===== src/rtl/pcode_pkg.sv =====
// Shared types and constants for the P-code chip packer.
package pcode_pkg;

    typedef enum logic [1:0] {
        IDLE  = 2'd0,
        FILL  = 2'd1,
        DRAIN = 2'd2
    } state_t;

    localparam int DEF_WORD_WIDTH = 32;
    localparam int DEF_FIFO_DEPTH = 4;
    localparam int DEF_CNT_WIDTH  = 16;

    function automatic int clog2(input int v);
        int r;
        r = 0;
        for (int i = 0; i < 31; i++) begin
            if ((1 << i) < v) r = i + 1;
        end
        return r;
    endfunction

endpackage


===== src/rtl/pcode_word_fifo.sv =====
// Word FIFO between the chip packer and the export stream; head is gated to
// zero while empty so the output bus never shows stale words.
module pcode_word_fifo
    import pcode_pkg::*;
#(
    parameter int W     = DEF_WORD_WIDTH,
    parameter int DEPTH = DEF_FIFO_DEPTH,
    localparam int AW   = clog2(DEPTH)
) (
    input  logic          i_clk,
    input  logic          i_rst_n,
    input  logic          i_clr,
    input  logic          i_push,
    input  logic [W-1:0]  i_data,
    input  logic          i_pop,
    output logic [W-1:0]  o_data,
    output logic [AW:0]   o_count,
    output logic          o_full,
    output logic          o_empty
);

    logic [W-1:0]  r_mem [DEPTH];
    logic [AW-1:0] r_wptr;
    logic [AW-1:0] r_rptr;
    logic [AW:0]   r_count;
    logic          w_push;
    logic          w_pop;

    assign o_empty = (r_count == '0);
    assign o_full  = (r_count == (AW+1)'(DEPTH));
    assign o_count = r_count;
    assign o_data  = o_empty ? '0 : r_mem[r_rptr];

    // A pop in the same cycle frees the slot, so a push at full still lands.
    assign w_pop  = i_pop & ~o_empty;
    assign w_push = i_push & (~o_full | w_pop);

    always_ff @(posedge i_clk or negedge i_rst_n) begin
        if (!i_rst_n) begin
            r_wptr  <= '0;
            r_rptr  <= '0;
            r_count <= '0;
        end else if (i_clr) begin
            r_wptr  <= '0;
            r_rptr  <= '0;
            r_count <= '0;
        end else begin
            if (w_push) r_wptr <= r_wptr + 1'b1;
            if (w_pop)  r_rptr <= r_rptr + 1'b1;
            case ({w_push, w_pop})
                2'b10:   r_count <= r_count + 1'b1;
                2'b01:   r_count <= r_count - 1'b1;
                default: r_count <= r_count;
            endcase
        end
    end

    always_ff @(posedge i_clk) begin
        if (w_push && !i_clr) r_mem[r_wptr] <= i_data;
    end

endmodule


===== src/rtl/pcode_packer.sv =====
// Packs generator chips MSB-first into words, buffers them, and stalls the
// generator through gen_en whenever the word FIFO is full.
module pcode_packer
    import pcode_pkg::*;
#(
    parameter int WORD_WIDTH = DEF_WORD_WIDTH,
    parameter int FIFO_DEPTH = DEF_FIFO_DEPTH,
    parameter int CNT_WIDTH  = DEF_CNT_WIDTH
) (
    input  logic                  i_clk,
    input  logic                  i_reset_n,
    input  logic                  i_start,
    input  logic [CNT_WIDTH-1:0]  i_num_words,
    input  logic                  i_abort,
    input  logic                  i_chip_in,
    output logic                  o_gen_en,
    output logic [WORD_WIDTH-1:0] o_word_data,
    output logic                  o_word_valid,
    input  logic                  i_word_ready,
    output logic                  o_busy,
    output logic                  o_done
);

    localparam int BW = clog2(WORD_WIDTH);
    localparam int AW = clog2(FIFO_DEPTH);

    state_t                r_state;
    state_t                w_state_nxt;
    logic [WORD_WIDTH-1:0] r_sreg;
    logic [BW-1:0]         r_bit_cnt;
    logic [CNT_WIDTH-1:0]  r_words_left;

    logic [WORD_WIDTH-1:0] w_word;
    logic [AW:0]           w_fifo_count;
    logic                  w_fifo_full;
    logic                  w_fifo_empty;
    logic                  w_gen_en;
    logic                  w_push;
    logic                  w_pop;
    logic                  w_accept;
    logic                  w_last_word;
    logic                  w_done;

    // gen_en looks only at registered FIFO state, never at word_ready.
    assign w_gen_en    = (r_state == FILL) & ~w_fifo_full & ~i_abort;
    assign w_push      = w_gen_en & (r_bit_cnt == BW'(WORD_WIDTH - 1));
    assign w_word      = {r_sreg[WORD_WIDTH-2:0], i_chip_in};
    assign w_pop       = o_word_valid & i_word_ready;
    assign w_accept    = (r_state == IDLE) & i_start & (i_num_words != '0) & ~i_abort;
    assign w_last_word = (r_words_left == CNT_WIDTH'(1));

    always_ff @(posedge i_clk or negedge i_reset_n) begin
        if (!i_reset_n) r_state <= IDLE;
        else            r_state <= w_state_nxt;
    end

    always_comb begin
        w_state_nxt = r_state;
        w_done      = 1'b0;
        if (i_abort) begin
            w_state_nxt = IDLE;
        end else begin
            case (r_state)
                IDLE:    if (w_accept) w_state_nxt = FILL;
                FILL:    if (w_push && w_last_word) w_state_nxt = DRAIN;
                DRAIN: begin
                    if (w_fifo_count == '0) begin
                        w_state_nxt = IDLE;
                        w_done      = 1'b1;
                    end
                end
                default: w_state_nxt = IDLE;
            endcase
        end
    end

    always_ff @(posedge i_clk or negedge i_reset_n) begin
        if (!i_reset_n) begin
            r_sreg       <= '0;
            r_bit_cnt    <= '0;
            r_words_left <= '0;
        end else if (i_abort) begin
            r_sreg       <= '0;
            r_bit_cnt    <= '0;
            r_words_left <= '0;
        end else if (w_accept) begin
            r_sreg       <= '0;
            r_bit_cnt    <= '0;
            r_words_left <= i_num_words;
        end else if (w_gen_en) begin
            r_sreg    <= w_word;
            r_bit_cnt <= r_bit_cnt + 1'b1;
            // The last word leaves words_left at 1; FILL never goes below it.
            if (w_push && !w_last_word) r_words_left <= r_words_left - 1'b1;
        end
    end

    pcode_word_fifo #(
        .W     (WORD_WIDTH),
        .DEPTH (FIFO_DEPTH)
    ) u_fifo (
        .i_clk   (i_clk),
        .i_rst_n (i_reset_n),
        .i_clr   (i_abort),
        .i_push  (w_push),
        .i_data  (w_word),
        .i_pop   (w_pop),
        .o_data  (o_word_data),
        .o_count (w_fifo_count),
        .o_full  (w_fifo_full),
        .o_empty (w_fifo_empty)
    );

    assign o_gen_en     = w_gen_en;
    assign o_word_valid = ~w_fifo_empty;
    assign o_busy       = (r_state != IDLE);
    assign o_done       = w_done;

endmodule

===== config.mk =====
export PLATFORM = sky130hd
export DESIGN_NAME = pcode_packer
export DESIGN_NICKNAME = d
export VERILOG_FILES = /design/src/rtl/pcode_pkg.sv /design/src/rtl/pcode_word_fifo.sv /design/src/rtl/pcode_packer.sv
export SDC_FILE = /design/constraint.sdc
export NUM_CORES = 1
export LEC_CHECK = 0
export ABC_CLOCK_PERIOD_IN_PS = 2400
export BUFFER_PORTS_ARGS = -buffer_cell sky130_fd_sc_hd__buf_2
export CAP_MARGIN = 20
export CORE_MARGIN = 2
export CORE_UTILIZATION = 45
export CTS_CLUSTER_SIZE = 40
export DETAILED_ROUTE_END_ITERATION = 10
export SYNTH_ARGS = -nofsm -noshare
export SYNTH_HDL_FRONTEND = slang
export SYNTH_SLANG_ARGS = --single-unit

===== constraint.sdc =====
create_clock -name i_clk -period 2.4 [get_ports i_clk]
set_input_delay 0.24 -clock i_clk [delete_from_list [all_inputs] [get_ports i_clk]]
set_output_delay 0.24 -clock i_clk [all_outputs]
set_load 0.02 [all_outputs]

# After elaboration in Yosys (flattened, before gate mapping)

Memory sizes are Yosys's and may differ from the RTL's.
Index checks and enable logic that the tools add are counted.

Add/sub/neg operators: 6
Equality and inequality tests: 10
Multiplexer cells: 27
Bitwise gates (word level): 13
Reduce and logical (&&, ||, !) cells: 16

Operators with widths:

| cell                    | count |
|---|---|
| $mux W31                | 3 |
| $mux W16                | 4 |
| $mux W32                | 1 |
| $eq A16 B1 Y1 const B   | 1 |
| $mux W2                 | 8 |
| $reduce_bool A16 Y1     | 1 |
| $sub A16 B1 Y16 const B | 1 |
| $mux W5                 | 3 |
| $and A1 B1 Y1           | 9 |
| $reduce_bool A3 Y1      | 3 |
| $ne A3 B2 Y1 const B    | 2 |
| $pmux W2 S3             | 1 |
| $pmux W3 S2             | 1 |
| $reduce_bool A2 Y1      | 3 |
| $add A5 B1 Y5 const B   | 1 |
| $eq A5 B5 Y1 const B    | 1 |
| $mux W1                 | 5 |
| $add A2 B1 Y2 const B   | 2 |
| $eq A2 B1 Y1 const B    | 2 |
| $eq A2 B2 Y1 const B    | 2 |
| $add A3 B1 Y3 const B   | 1 |
| $eq A3 B3 Y1 const B    | 1 |
| $logic_and A1 B1 Y1     | 3 |
| $logic_not A3 Y1        | 1 |
| 9 further kinds         | 12 |

Flip-flop bits (word level): 61
Memory bits (writable): 128
Output and inout bits: 36
Logic and storage cells: 80
Memories: 1

Memories:

| memory       | depth | width | read ports | clocked after Yosys merged registers in | write ports | line                  | source |
|---|---|---|---|---|---|---|---|
| u_fifo.r_mem | 4     | 32    | 1          | 0                                       | 1           | pcode_word_fifo.sv:22 | `logic [W-1:0] r_mem [DEPTH];` |

# Longest topological paths before layout

Word-level depth: 10
Mapped depth: 11
Mapped depth without buffers: 10

# By module

A second synthesis with hierarchy kept.

Cell total of the unflattened synthesis: 555
Area total of the unflattened synthesis: 8049.0 um^2

By module, submodules not included:

| module          | times used | cells an instance | area each (um^2) | sequential area each (um^2) |
|---|---|---|---|---|
| pcode_word_fifo | 1          | 265               | 5386.4           | 4018.9 |
| pcode_packer    | 1          | 290               | 2662.6           | 1351.3 |

# Least setup slack after synthesis

No wires, ideal clock.

Kind: reg2reg
From: reg r_bit_cnt[0]
To: mem u_fifo.r_mem[0][0] in the netlist's numbering, enable pin
Setup time: 0.392 ns
Data arrival time: 1.994 ns
Setup slack: 0.013 ns
Cell stages (with the launch flop): 7
Path buffers: 1
Clock period less this slack: 2.387 ns
Path through: dfrtp_1 > ha_1 > and3_1 > ha_1 > and4bb_2 > buf_4 > and3_1

Longest elaborated chain between the ends: 6

RTL lines:

| what                          | line                  | source |
|---|---|---|
| start, declared               | pcode_packer.sv:30    | `logic [BW-1:0] r_bit_cnt;` |
| start signal, assigned        | pcode_packer.sv:92    | `r_bit_cnt <= r_bit_cnt + 1'b1;` |
| $eq A5 B5 Y1                  | pcode_packer.sv:46    | `assign w_push = w_gen_en & (r_bit_cnt == BW'(WORD_WIDTH - 1));` |
| $and A1 B1 Y1                 | pcode_packer.sv:46    |  |
| $and A1 B1 Y1                 | pcode_word_fifo.sv:36 | `assign w_push = i_push & (~o_full \| w_pop);` |
| $logic_and A1 B1 Y1           | pcode_word_fifo.sv:59 | `if (w_push && !i_clr) r_mem[r_wptr] <= i_data;` |
| $mux W1                       | pcode_word_fifo.sv:59 |  |
| $mux W1 (not written as such) | pcode_word_fifo.sv:59 |  |
| end, declared                 | pcode_word_fifo.sv:22 |  |

No other way between the ends.

# Worst setup path after layout

From: reg r_words_left[8]
To: reg r_words_left[1]

Longest elaborated chain between the ends: 5

RTL lines:

| what                                | line               | source |
|---|---|---|
| start, declared                     | pcode_packer.sv:31 | `logic [CNT_WIDTH-1:0] r_words_left;` |
| start signal, assigned              | pcode_packer.sv:89 | `r_words_left <= i_num_words;` |
| start signal, assigned              | pcode_packer.sv:94 | `if (w_push && !w_last_word) r_words_left <= r_words_left - 1'b1;` |
| $eq A16 B1 Y1                       | pcode_packer.sv:50 | `assign w_last_word = (r_words_left == CNT_WIDTH'(1));` |
| $logic_not A1 Y1                    | pcode_packer.sv:94 |  |
| $logic_and A1 B1 Y1                 | pcode_packer.sv:94 |  |
| $reduce_bool A3 Y1 (no source line) | --                 |  |
| $reduce_and A2 Y1 (no source line)  | --                 |  |

No other way between the ends.
A chain may end at the register's enable or synchronous reset.

==> run_results.csv <==
group,metric,value,unit
outcome,status,"finished clean",
global_route,grtUsageMet2,0.293,
sta,setup_viol,0,
sta,finalHoldViolCount,0,
global_route,antenna_found_initial,0,
setup_path,critPathCapture,"r_words_left[1]",
sta,rsz0062_at_grt,"yes",
synthesis,synth_top_family_by_area,"simple AND/OR/NAND/NOR gates",
detailed_routing,postRouteAntennaNets,0,
synthesis,synth_mux_area_frac,0.0967,
detailed_routing,totalWireLength,15.6,mm
sta,setup_ws,0.0879,ns
synthesis,synth-xor-area-share,0.0222,
synthesis,synthAdderAreaFrac,0.0152,
setup_path,rr_worst_depth,5,
detailed_routing,drt_iter0_markers,311,
final_layout,layout_common_cells,"edfxtp_1 (128), nand2_1 (73), dfrtp_1 (60), buf_2 (57), a21oi_1 (35)",
sta,hold_ws,0.0457,ns
power,vdd_drop_max,0.569,mV
setup_path,criticalPathCategory,"flip-flop to flip-flop",
sta,tightest_slew,0.714,ns
synthesis,ys_seq_area_frac,0.681,
setup_path,r2r_setup_slack,0.09,ns
final_layout,multi_input_comb_area,2380,sq um
final_layout,final_common_cell,"edfxtp_1",
detailed_routing,drt-vias-per-instance,5.30,
sta,skew,0.00883,ns
final_layout,regArea,5370,sq um
sta,relSlewSlack,0.524,
synthesis,ys_top_cells_by_area,"edfxtp_1 (49%), dfrtp_1 (19%), mux4_2 (9.1%), nand2_1 (3.5%), and2_1 (2.7%)",
synthesis,synthSimpleGateAreaFrac,0.122,
synthesis,synth_top_area_frac,0.488,
floorplanning,coreArea,17200,sq um
synthesis,synth_top_cell_by_area,"edfxtp_1",
floorplanning,die_area,18600,sq um
synthesis,postSynthCellCount,539,
sta,max_freq,433,MHz
detailed_routing,dr.pass1.iters,4,
placed_design,dp.cells,815,
detailed_routing,drc,0,
floorplanning,top_level_ports,58,
synthesis,synthDistinctLibCells,41,
global_route,grt_max_degree,37,
global_route,use_met1,0.248,
final_layout,nNetsFinal,643,
synthesis,async_flop_share,0.323,
global_route,first_global_vias,4683,
setup_path,critPathArrivalTime,2.66,ns
setup_path,reg2reg_from,"r_words_left[8]",
placed_design,numPortBuffers,57,
setup_path,cp-end-kind,"flip-flop",
power,p_leak,3.43,nW
synthesis,avgSynthCellArea,14.6,sq um
placed_design,dpl_worst_slack,-0.0195,ns
floorplanning,row_count,48,
clock_tree,h-tree-depth,4,
synthesis,synth-compound-area-share,0.0429,
setup_path,cp_max_fo,4,
setup_path,start_kind,"flip-flop",
clock_tree,cts.sinks,189,
final_layout,fillers,1416,
global_route,grt.total_usage,0.182,
setup_path,r2r-end,"r_words_left[1]",
clock_tree,clockBufferDepth,2,
global_route,busiest_layer,"met2",
synthesis,synth_ff_type,"edfxtp_1",
final_layout,diodes,0,
floorplanning,die_h,136,um
global_route,grt_pass1_wl,25.2,mm
synthesis,netlist_area,7880,sq um
detailed_routing,drt-wirelength-per-cell,18.4,um
synthesis,synth_edf_count,128,
synthesis,ys_warn_count,0,
global_route,use_met3,0.0354,
final_layout,layout-drive-gt1-share,0.253,
global_route,grt_remaining_overflow,0,
detailed_routing,vias,4507,
min_path,min_path_cells,1,
floorplanning,die_w,136,um
setup_path,required,2.74,ns
floorplanning,initial_core_util,0.457,
sta,timing.final.max_slew_violations,0,
synthesis,ys_ff_latch,189,
final_layout,area_delta_synth_final,17.7,%
min_path,min_path_type,"input port to flip-flop",
clock_tree,cts_buffers,17,
clock_tree,clk_latency,0.43,ns
placed_design,place.gp.congestion,0.769,
sta,post-route-period-util,0.963,
sta,fin_crit,2.31,ns
power,pwr_density_cell,703,nW/um^2
clock_tree,cts-root-buf,"clkbuf_16",
setup_path,critPathLaunch,"r_words_left[8]",
placed_design,hpwlAfterDp,9.38,mm
synthesis,synth_nets,570,
run,cap_violations,0,
final_layout,stdcell_count,850,
clock_tree,cts_tree,"done",
clock_tree,clk_pin_slew,0.07,ns
[repair_timing]
| item | CTS | global route |
|---|---|---|
| buffers inserted | 0 | 2 |
| hold buffers | 1 | 0 |
| endpoints found under the setup margin | 2 | 9 |
| pin swaps | 0 | 1 |
| gates resized for setup | 1 | 3 |
| endpoints found under the hold margin | 25 | 0 |
[critical path, stage by stage, from the launching register on]
cell and delay, ns:
dfrtp_1 0.43, or4_4 0.58, or4_4 0.56, nand2_2 0.10
mux2_2 0.33, a211oi_1 0.22
[synth_stat cells (all sizes together) (3+ instances only)]
| cell type | instances |
|---|---|
| a211oi | 14 |
| a21oi | 35 |
| and2 | 34 |
| and3 | 5 |
| buf | 5 |
| clkbuf | 27 |
| dfrtp | 61 |
| edfxtp | 128 |
| ha | 8 |
| inv | 7 |
| mux2i | 3 |
| mux4 | 32 |
| nand2 | 74 |
| nand3 | 5 |
| nand4 | 6 |
| nor2 | 32 |
| nor3 | 6 |
| nor4 | 15 |
| or4 | 3 |
| xnor2 | 16 |
| xor2 | 4 |
[layout make-up]
class	count	share of cell area
Timing Repair Buffer	86	0.0693
Clock inverter	10	0.0121
Clock buffer	22	0.0500
Tap cell	225	0.0303
Inverter	7	0.00283
Sequential cell	189	0.579
Multi-Input combinational cell	311	0.256
[per-layer routing]
layer  part of all wire  vias to the layer above
met5                  0                        -
met4              0.015                        0
met3              0.041                       15
met2               0.49                      102
met1               0.45                     2256
li1                   -                     2134
[stage by stage]
step                      setup TNS [ns]  instance area [sq um]  power [mW]  utilization
after global placement                 0                   8660        3.83        0.502
after detailed placement         -0.0195                   8660        3.84        0.502
after global routing             -0.0646                   9280        6.72        0.538
after floorplan                        0                   7880        3.71            -
after CTS                              0                   9250        6.57        0.536
final                                  0                   9280        6.52        0.538
[flip-flops by register name (all words and copies together), names as in the netlist]
name	count
u_fifo.r_mem	128
u_fifo.r_wptr	2
r_sreg	31
r_bit_cnt	5
u_fifo.r_rptr	2
r_words_left	16
r_state	2
u_fifo.o_count	3
[worst min path at each step]
stage	startpoint	slack, ns	to
finish	i_chip_in	0.05	u_fifo.r_mem[0][0]
floorplan	i_reset_n	-0.06	r_bit_cnt[0]
global placement	i_reset_n	0.31	r_sreg[5]
detailed placement	i_reset_n	0.33	r_sreg[5]
CTS	i_chip_in	0.03	u_fifo.r_mem[2][0]
global route	i_chip_in	0.03	u_fifo.r_mem[3][0]
[power breakdown]
part	switching, mW	internal [mW]
combinational	0.173	0.101
sequential	0.0287	3.48
clock	1.16	1.59
[cell families after synthesis]
logic type,count (synthesis)
mux,36
xor+xnor,20
buf+inv,39
fa+ha+maj,9
simple gates,190
compound gates,56
flops,189
Note: power is estimated with default switching activity, not from simulation.
